`src/rtl/serial_frame_receiver.sv`:
```
// rtl/serial_frame_receiver.sv - serial frame deserializer with one-deep held output and valid/ack handshake
// Samples DataOut on ClkTx rising strobes, reassembles a WIDTH-bit frame MSB first and decodes its fields.
module serial_frame_receiver #(
    parameter int SIZE  = 1,
    parameter int WIDTH = 32
) (
    input  logic             Clk,
    input  logic             Reset,
    input  logic             ClkTx,
    input  logic             DOutValid,
    input  logic [SIZE-1:0]  DataOut,
    input  logic             FrameAck,
    output logic             FrameValid,
    output logic [WIDTH-1:0] FrameOut,
    output logic [7:0]       OutA,
    output logic [7:0]       OutB,
    output logic [7:0]       OutRes,
    output logic [3:0]       OutSel,
    output logic [3:0]       OutFlag,
    output logic             FrameError,
    output logic             Overrun,
    output logic [7:0]       FrameCount
);
    localparam int BEATS = WIDTH / SIZE;
    localparam int CW    = $clog2(BEATS + 1);

    typedef enum logic [1:0] {IDLE, SHIFT, DONE} stateType;

    stateType        state;
    logic            clkTxQ;
    logic            stb;
    logic [WIDTH-1:0] shreg;
    logic [WIDTH-1:0] shiftNext;
    logic [WIDTH-1:0] firstBeat;
    logic [CW-1:0]   beatCnt;

    assign stb = ClkTx & ~clkTxQ;

    // A full-width lane has nothing to shift; the new beat is the whole frame.
    if (SIZE < WIDTH) begin : gShift
        assign shiftNext = {shreg[WIDTH-SIZE-1:0], DataOut};
        assign firstBeat = {{(WIDTH-SIZE){1'b0}}, DataOut};
    end else begin : gWhole
        assign shiftNext = DataOut;
        assign firstBeat = DataOut;
    end

    assign OutA    = FrameOut[31:24];
    assign OutB    = FrameOut[23:16];
    assign OutRes  = FrameOut[15:8];
    assign OutSel  = FrameOut[7:4];
    assign OutFlag = FrameOut[3:0];

    always_ff @(posedge Clk or negedge Reset) begin
        if (!Reset) begin
            state      <= IDLE;
            clkTxQ     <= 1'b0;
            shreg      <= '0;
            beatCnt    <= '0;
            FrameValid <= 1'b0;
            FrameOut   <= '0;
            FrameError <= 1'b0;
            Overrun    <= 1'b0;
            FrameCount <= 8'd0;
        end else begin
            clkTxQ     <= ClkTx;
            FrameError <= 1'b0;
            // A reload in DONE below takes precedence over this release.
            if (FrameAck && FrameValid) begin
                FrameValid <= 1'b0;
            end
            case (state)
                IDLE: begin
                    if (stb && DOutValid) begin
                        shreg   <= firstBeat;
                        beatCnt <= CW'(1);
                        state   <= (BEATS == 1) ? DONE : SHIFT;
                    end
                end
                SHIFT: begin
                    if (stb) begin
                        if (DOutValid) begin
                            shreg   <= shiftNext;
                            beatCnt <= beatCnt + CW'(1);
                            if (beatCnt == CW'(BEATS - 1)) begin
                                state <= DONE;
                            end
                        end else begin
                            FrameError <= 1'b1;
                            shreg      <= '0;
                            beatCnt    <= '0;
                            state      <= IDLE;
                        end
                    end
                end
                DONE: begin
                    if (!FrameValid || FrameAck) begin
                        FrameOut   <= shreg;
                        FrameValid <= 1'b1;
                        FrameCount <= FrameCount + 8'd1;
                    end else begin
                        Overrun <= 1'b1;
                    end
                    shreg   <= '0;
                    beatCnt <= '0;
                    state   <= IDLE;
                end
                default: state <= IDLE;
            endcase
        end
    end
endmodule

```
`config.mk`:
```
export PLATFORM = sky130hd
export DESIGN_NAME = serial_frame_receiver
export DESIGN_NICKNAME = d
export VERILOG_FILES = /design/src/rtl/serial_frame_receiver.sv
export SDC_FILE = /design/constraint.sdc
export NUM_CORES = 1
export LEC_CHECK = 0
export CAP_MARGIN = 10
export CORE_ASPECT_RATIO = 1.4
export CORE_UTILIZATION = 55
export DETAILED_ROUTE_END_ITERATION = 10
export PLACE_DENSITY = 0.85
export SLEW_MARGIN = 20
export SYNTH_ARGS = -nofsm -noshare
export SYNTH_HDL_FRONTEND = slang
export SYNTH_SLANG_ARGS = --single-unit
```
`constraint.sdc`:
```
create_clock -name Clk -period 4.6 [get_ports Clk]
set_input_delay 1.15 -clock Clk [delete_from_list [all_inputs] [get_ports Clk]]
set_output_delay 1.15 -clock Clk [all_outputs]
set_load 0.03 [all_outputs]
```
==> results of run 1 <==
## cells by family (layout without fill, tap and decap cells)
family,Yosys count,after routing
flip-flops,84,84
adder cells (fa/ha/maj),6,6
buffers and inverters,84,135
multiplexers,35,35
AND/OR/NAND/NOR,105,105
XOR/XNOR,7,7
AO/OA/AOI/OAI,47,47
## sequential cells by signal, summed over array words and instances, names as in the netlist
signal and cells:
FrameCount 8, FrameError 1, FrameOut 32, FrameValid 1
Overrun 1, beatCnt 6, clkTxQ 1, shreg 32
state 2
## per-layer routing
layer | wire length [um] | part of all wire (%) | global-route usage (%) | up-vias
li1 | - | - | - | 1244
met1 | 2800 | 42 | 26.1 | 1250
met2 | 3440 | 52 | 33.9 | 68
met3 | 251 | 3.8 | 4.22 | 13
met4 | 143 | 2.2 | 8.90 | 0
met5 | 0 | 0 | 0 | -
## worst register-to-register path, cell delays in order, from the launching register on
cell,delay (ns)
dfrtp_1,0.37
inv_1,0.09
ha_1,0.36
nand2b_1,0.12
a21oi_2,0.07
nor2_4,0.57
buf_4,0.43
mux2i_1,0.23
## worst paths after layout
kind,slack [ns],endpoint,cells past startpoint,startpoint
max in group asynchronous,3.24,beatCnt[1],1,Reset
worst min register to register,0.48,FrameCount[7],1,FrameCount[7]
worst max register to register,2.27,shreg[15],7,state[0]
worst min-delay path,0.48,FrameCount[7],1,FrameCount[7]
worst max-delay path,1.79,shreg[15],6,ClkTx
min in group asynchronous,0.82,FrameOut[13],1,Reset
## power by group through the flow
stage               registers (mW)  logic (mW)  clock network (mW)
floorplan                    0.788       0.249                   0
global placement             0.790       0.284                   0
detailed placement           0.791       0.294                   0
CTS                          0.776       0.297               0.578
global route                 0.779       0.327               0.616
finish                       0.776       0.295               0.565
## cell type report
class                      count  area, um2
clock inverter                 4       73.8
timing repair buffer          83        825
clock buffer                  11        141
multi-input combinational    200       1230
fill                         495       1990
sequential                    84       2100
tap                           92        115
inverter                      37        139
## stage by stage
| step | hold WS (ns) | instances | total power [mW] | instance area [um2] |
|---|---|---|---|---|
| after CTS | 0.478 | 511 | 1.65 | 4620 |
| final | 0.476 | 511 | 1.64 | 4620 |
| after detailed placement | 0.455 | 496 | 1.09 | 4400 |
| after floorplan | 0.449 | 368 | 1.04 | 3790 |
| after global placement | 0.462 | 496 | 1.07 | 4400 |
| after global routing | 0.501 | 511 | 1.72 | 4620 |
## cell usage in the layout, fill, tap and decap left out, drive strengths merged, types with 2 or more instances in the layout
| cell | synthesis | layout |
|---|---|---|
| a31oi | 2 | 2 |
| and3 | 2 | 2 |
| buf | 43 | 4 |
| bufinv | 0 | 2 |
| clkbuf | 4 | 11 |
| clkdlybuf4s50 | 0 | 79 |
| clkinv | 0 | 2 |
| dfrtp | 84 | 84 |
| ha | 6 | 6 |
| inv | 37 | 37 |
| mux2 | 4 | 4 |
| mux2i | 31 | 31 |
| nand2 | 80 | 80 |
| nand2b | 3 | 3 |
| nand3 | 6 | 6 |
| nor2 | 3 | 3 |
| nor3 | 4 | 4 |
| o21ai | 35 | 35 |
| o22ai | 2 | 2 |
| o2bb2ai | 3 | 3 |
| or3 | 2 | 2 |
| xnor2 | 2 | 2 |
| xor2 | 5 | 5 |
==> flow_summary.yaml, run 1 <==
sta:
  max_freq_mhz: 356
  rsz0062_at_grt: "no"
  period_minus_slack_ns: 2.81
  slew_violations: 0
  finalSetupViolCount: 0
  worst_pin_slew_ns: 0.746
  max_slew_margin_pct: 50.2
  skew_ns: 0.00859
  min_period_over_period_pct: 61.1
  timing.final.ws_setup_ns: 1.79
  hold_violations: 0
  finalSetupTns_ns: 0
pwr:
  swShare_pct: 27.0
  power.switching_mw: 0.442
  power_frac_seq_pct: 47.4
  internal-power_mw: 1.19
  clkPwrFrac_pct: 34.5
  power.leakage_nw: 2.13
  p_comb_share_pct: 18.0
  pwr_density_cell_nw_per_um2: 354
  ir_drop_mv: 0.219
drt:
  antenna_left: 0
  vias_per_cell: 5.04
  drt_wl_total_um: 6630
  drtIter0Drc: 181
  vias: 2575
  wl_per_cell_um: 13.0
  dr.pass1.iters: 6
  drc_errors: 0
critical_path:
  critPathSlowestCell: "nor2_4"
  path_class: "input pin to flip-flop"
  crit_fanout: 20
  worst-path-buf-inv: 2
  slowest_delay_ns: 0.57
  end_kind: "flip-flop"
  crit_required_ns: 4.87
  path_cells: "clkdlybuf4s50_1 -> nand2b_4 -> a21oi_2 -> nor2_4 -> buf_4 -> mux2i_1"
  crit_path_start_kind: "input pin"
  path_delay_family: "buffers and inverters"
  critPathArrivalTime_ns: 3.08
cts:
  cts_buffers: 9
  clkLatencyLatePin_ns: 0.34
  cts_tree: "built"
  cts_setup_buffers: 0
  holdBufCountCts: 0
  cts_resized: 0
  cts-root-buf: "clkbuf_8"
  h-tree-depth: 3
  path_clk_slew_ns: 0.08
  clk_path_buf_depth: 2
  clock_sinks: 84
synth:
  ys_async_sr_fraction_pct: 100
  synth_cell_types: 38
  synth_edf_count: 0
  synthSimpleGateAreaFrac_pct: 12.1
  synth_ff_type: "dfrtp_1"
  synth.most_common_cell: "dfrtp_1"
  syn_nets: 380
  syn_area_um2: 3790
  synth-compound-area-share_pct: 7.04
  yosysTopAreaCell: "dfrtp_1"
  synth.area.top_cells: "dfrtp_1 56%, mux2i_1 8.2%, nand2_1 7.9%"
  synth_top_family_by_area: "buffers and inverters"
  yosys_register_bits: 84
  synth.area.mux_share_pct: 9.39
  synthXorXnorAreaFrac_pct: 1.62
  postSynthCellCount: 368
  avgSynthCellArea_um2: 10.3
  synthTopCellsByCount: "84 x dfrtp_1, 80 x nand2_1, 36 x inv_1"
  yosysTopAreaCellShare_pct: 55.5
  synthAdderAreaFrac_pct: 1.98
  yosysSeqAreaShare_pct: 55.5
  yosysWarnings: 0
floorplan:
  dieArea_um2: 7220
  die_h_um: 100
  coreArea_um2: 6610
  die_x_um: 72.1
  rows: 35
  initial_core_util_pct: 57.3
  io_pins: 81
finish:
  area_growth_pct: 22.1
  nets: 427
  diodes: 0
  layout-drive-gt1-share_pct: 5.97
  final_util_pct: 69.9
placed_design:
  portBuffers: 80
  pre_cts_slack_ns: 1.41
  place_hpwl_um: 4490
  globalplace.congestion: 0.841
global_routing:
  grt_max_degree: 85
  overflow: 0
  grt_pass1_wl_um: 11500
  antenna_found_initial: 0
  grt_util_all_layers_pct: 20.6
  grt_pass1_vias: 2502
outcome:
  status: "finished, final reports clean"
job:
  cap_violations: 0
hold_path:
  holdCritPathClass: "flip-flop to flip-flop"
Power figures use the tool's default switching activity.
==> run 2, diff against run 1 <==
--- a/config.mk
+++ b/config.mk
@@ -7,9 +7,9 @@
 export LEC_CHECK = 0
 export CAP_MARGIN = 10
 export CORE_ASPECT_RATIO = 1.4
-export CORE_UTILIZATION = 55
+export CORE_UTILIZATION = 51
 export DETAILED_ROUTE_END_ITERATION = 10
-export PLACE_DENSITY = 0.85
+export PLACE_DENSITY = 0.8
 export SLEW_MARGIN = 20
 export SYNTH_ARGS = -nofsm -noshare
 export SYNTH_HDL_FRONTEND = slang
==> constraint.sdc (replaced) <==
create_clock -name Clk -period 2.7 [get_ports Clk]
set_input_delay 0.675 -clock Clk [delete_from_list [all_inputs] [get_ports Clk]]
set_output_delay 0.675 -clock Clk [all_outputs]
set_load 0.03 [all_outputs]
==> flow_summary.yaml, run 2 (synthesized netlist as in run 1, its figures left out) <==
outcome:
  status: "finished, final reports clean"
critical_path:
  reg2reg_setup_slack_ns: 0.82
  end_kind: "primary output"
  crit_path_start_kind: "flip-flop"
  worst-path-buf-inv: 1
  r2r_cells: 6
  path_cells: "clkdlybuf4s50_1"
  cp.depth: 1
  critPathArrivalTime_ns: 1.46
  r2r-end: "shreg[16]"
  crit_fanout: 4
  crit_required_ns: 2.03
  critPathSlowestCell: "clkdlybuf4s50_1"
  path_delay_family: "buffers and inverters"
  path_class: "flip-flop to primary output"
  r2r_start: "state[1]"
  slowest_delay_ns: 0.70
sta:
  slew_violations: 0
  whs_ns: 0.305
  worst_pin_slew_ns: 0.545
  min_period_over_period_pct: 79.0
  finalSetupViolCount: 0
  hold_violations: 0
  rsz0062_at_grt: "no"
  finalSetupTns_ns: 0
  period_minus_slack_ns: 2.13
  skew_ns: 0.00866
  max_slew_margin_pct: 63.7
  max_freq_mhz: 469
cts:
  clkLatencyLatePin_ns: 0.34
  clk_path_buf_depth: 2
  cts_tree: "built"
  cts_buffers: 9
  cts_resized: 0
  h-tree-depth: 3
  cts-root-buf: "clkbuf_8"
  cts_setup_buffers: 0
  holdBufCountCts: 0
  path_clk_slew_ns: 0.08
  clock_sinks: 84
global_routing:
  antenna_found_initial: 0
  grt_util_all_layers_pct: 19.3
  grt_pass1_vias: 2599
  overflow: 0
  grt_pass1_wl_um: 11600
  grt_max_degree: 44
pwr:
  power_frac_seq_pct: 48.9
  swShare_pct: 27.9
  clkPwrFrac_pct: 32.3
  internal-power_mw: 1.95
  p_comb_share_pct: 18.8
  pwr_density_cell_nw_per_um2: 583
  ir_drop_mv: 0.597
  power.switching_mw: 0.754
  power_mw: 2.71
  power.leakage_nw: 2.14
drt:
  dr.pass1.iters: 4
  drc_errors: 0
  wl_per_cell_um: 12.7
  vias_per_cell: 4.91
  drtIter0Drc: 151
  drt_wl_total_um: 6570
  antenna_left: 0
  vias: 2550
floorplan:
  die_x_um: 74.8
  rows: 36
  initial_core_util_pct: 53.5
  io_pins: 81
  coreArea_um2: 7070
  dieArea_um2: 7780
  die_h_um: 104
job:
  cap_violations: 0
finish:
  final_cell_mix: "84 x dfrtp_1, 79 x nand2_1, 79 x clkdlybuf4s50_1, 36 x inv_1, 34 x o21ai_0"
  area_growth_pct: 22.5
  stdcell_count: 519
  layout-drive-gt1-share_pct: 7.08
  diodes: 0
  nets: 432
  mostFrequentLayoutCell: "dfrtp_1"
  top_regs: "FrameOut: 32 flops, shreg: 32 flops, FrameCount: 8 flops"
placed_design:
  portBuffers: 80
  globalplace.congestion: 0.795
  place_hpwl_um: 4780
  place_inst: 504
hold_path:
  holdCritPathClass: "input pin to async pin"
-- run 2: cell types whose count changed in the layout (fill, tap and decap cells not counted), sizes merged --
cell,before,now
buf,4,9
clkinvlp,0,2
clkinv,2,1
bufinv,2,1
-- run 2: stage by stage --
stage	utilization [%]	setup slack [ns]	area (um2)
floorplan	-	1.07	3790
global placement	62.9	0.443	4450
detailed placement	62.9	0.363	4450
CTS	65.6	0.551	4640
global route	65.6	0.512	4640
finish	65.6	0.567	4640
-- run 2: area by class of cell --
class                           instances  area (um2)
Fill cell                             584        2430
Sequential cell                        84        2100
Multi-Input combinational cell        200        1230
Timing Repair Buffer                   88         858
Clock buffer                           11         141
Inverter                               37         139
Tap cell                               95         119
Clock inverter                          4        50.0
-- run 2: worst max-delay path by stage --
| stage | start | slack (ns) | endpoint |
|---|---|---|---|
| 5_1_grt | FrameCount[0] | 0.51 | FrameCount[0] |
| 3_3_place_gp | DOutValid | 0.44 | shreg[15] |
| 3_5_place_dp | DOutValid | 0.36 | shreg[15] |
| 6_report | FrameCount[0] | 0.57 | FrameCount[0] |
| 4_1_cts | FrameCount[0] | 0.55 | FrameCount[0] |
| 2_1_floorplan | state[0] | 1.07 | beatCnt[0] |
-- run 2: metal layers --
metal | track usage (%) | vias up | part of all wire (%)
li1 | - | 1254 | -
met1 | 23.2 | 1226 | 43
met2 | 33.2 | 61 | 52
met3 | 4.46 | 9 | 3.5
met4 | 5.93 | 0 | 1.2
met5 | 0 | - | 0
-- run 2: power by group through the flow --
stage          logic [mW]  registers, mW  clock network, mW
2_1_floorplan       0.424           1.34                  0
3_3_place_gp        0.504           1.35                  0
3_5_place_dp        0.516           1.35                  0
4_1_cts             0.518           1.32              0.889
5_1_grt             0.565           1.33              0.942
6_report            0.509           1.32              0.875
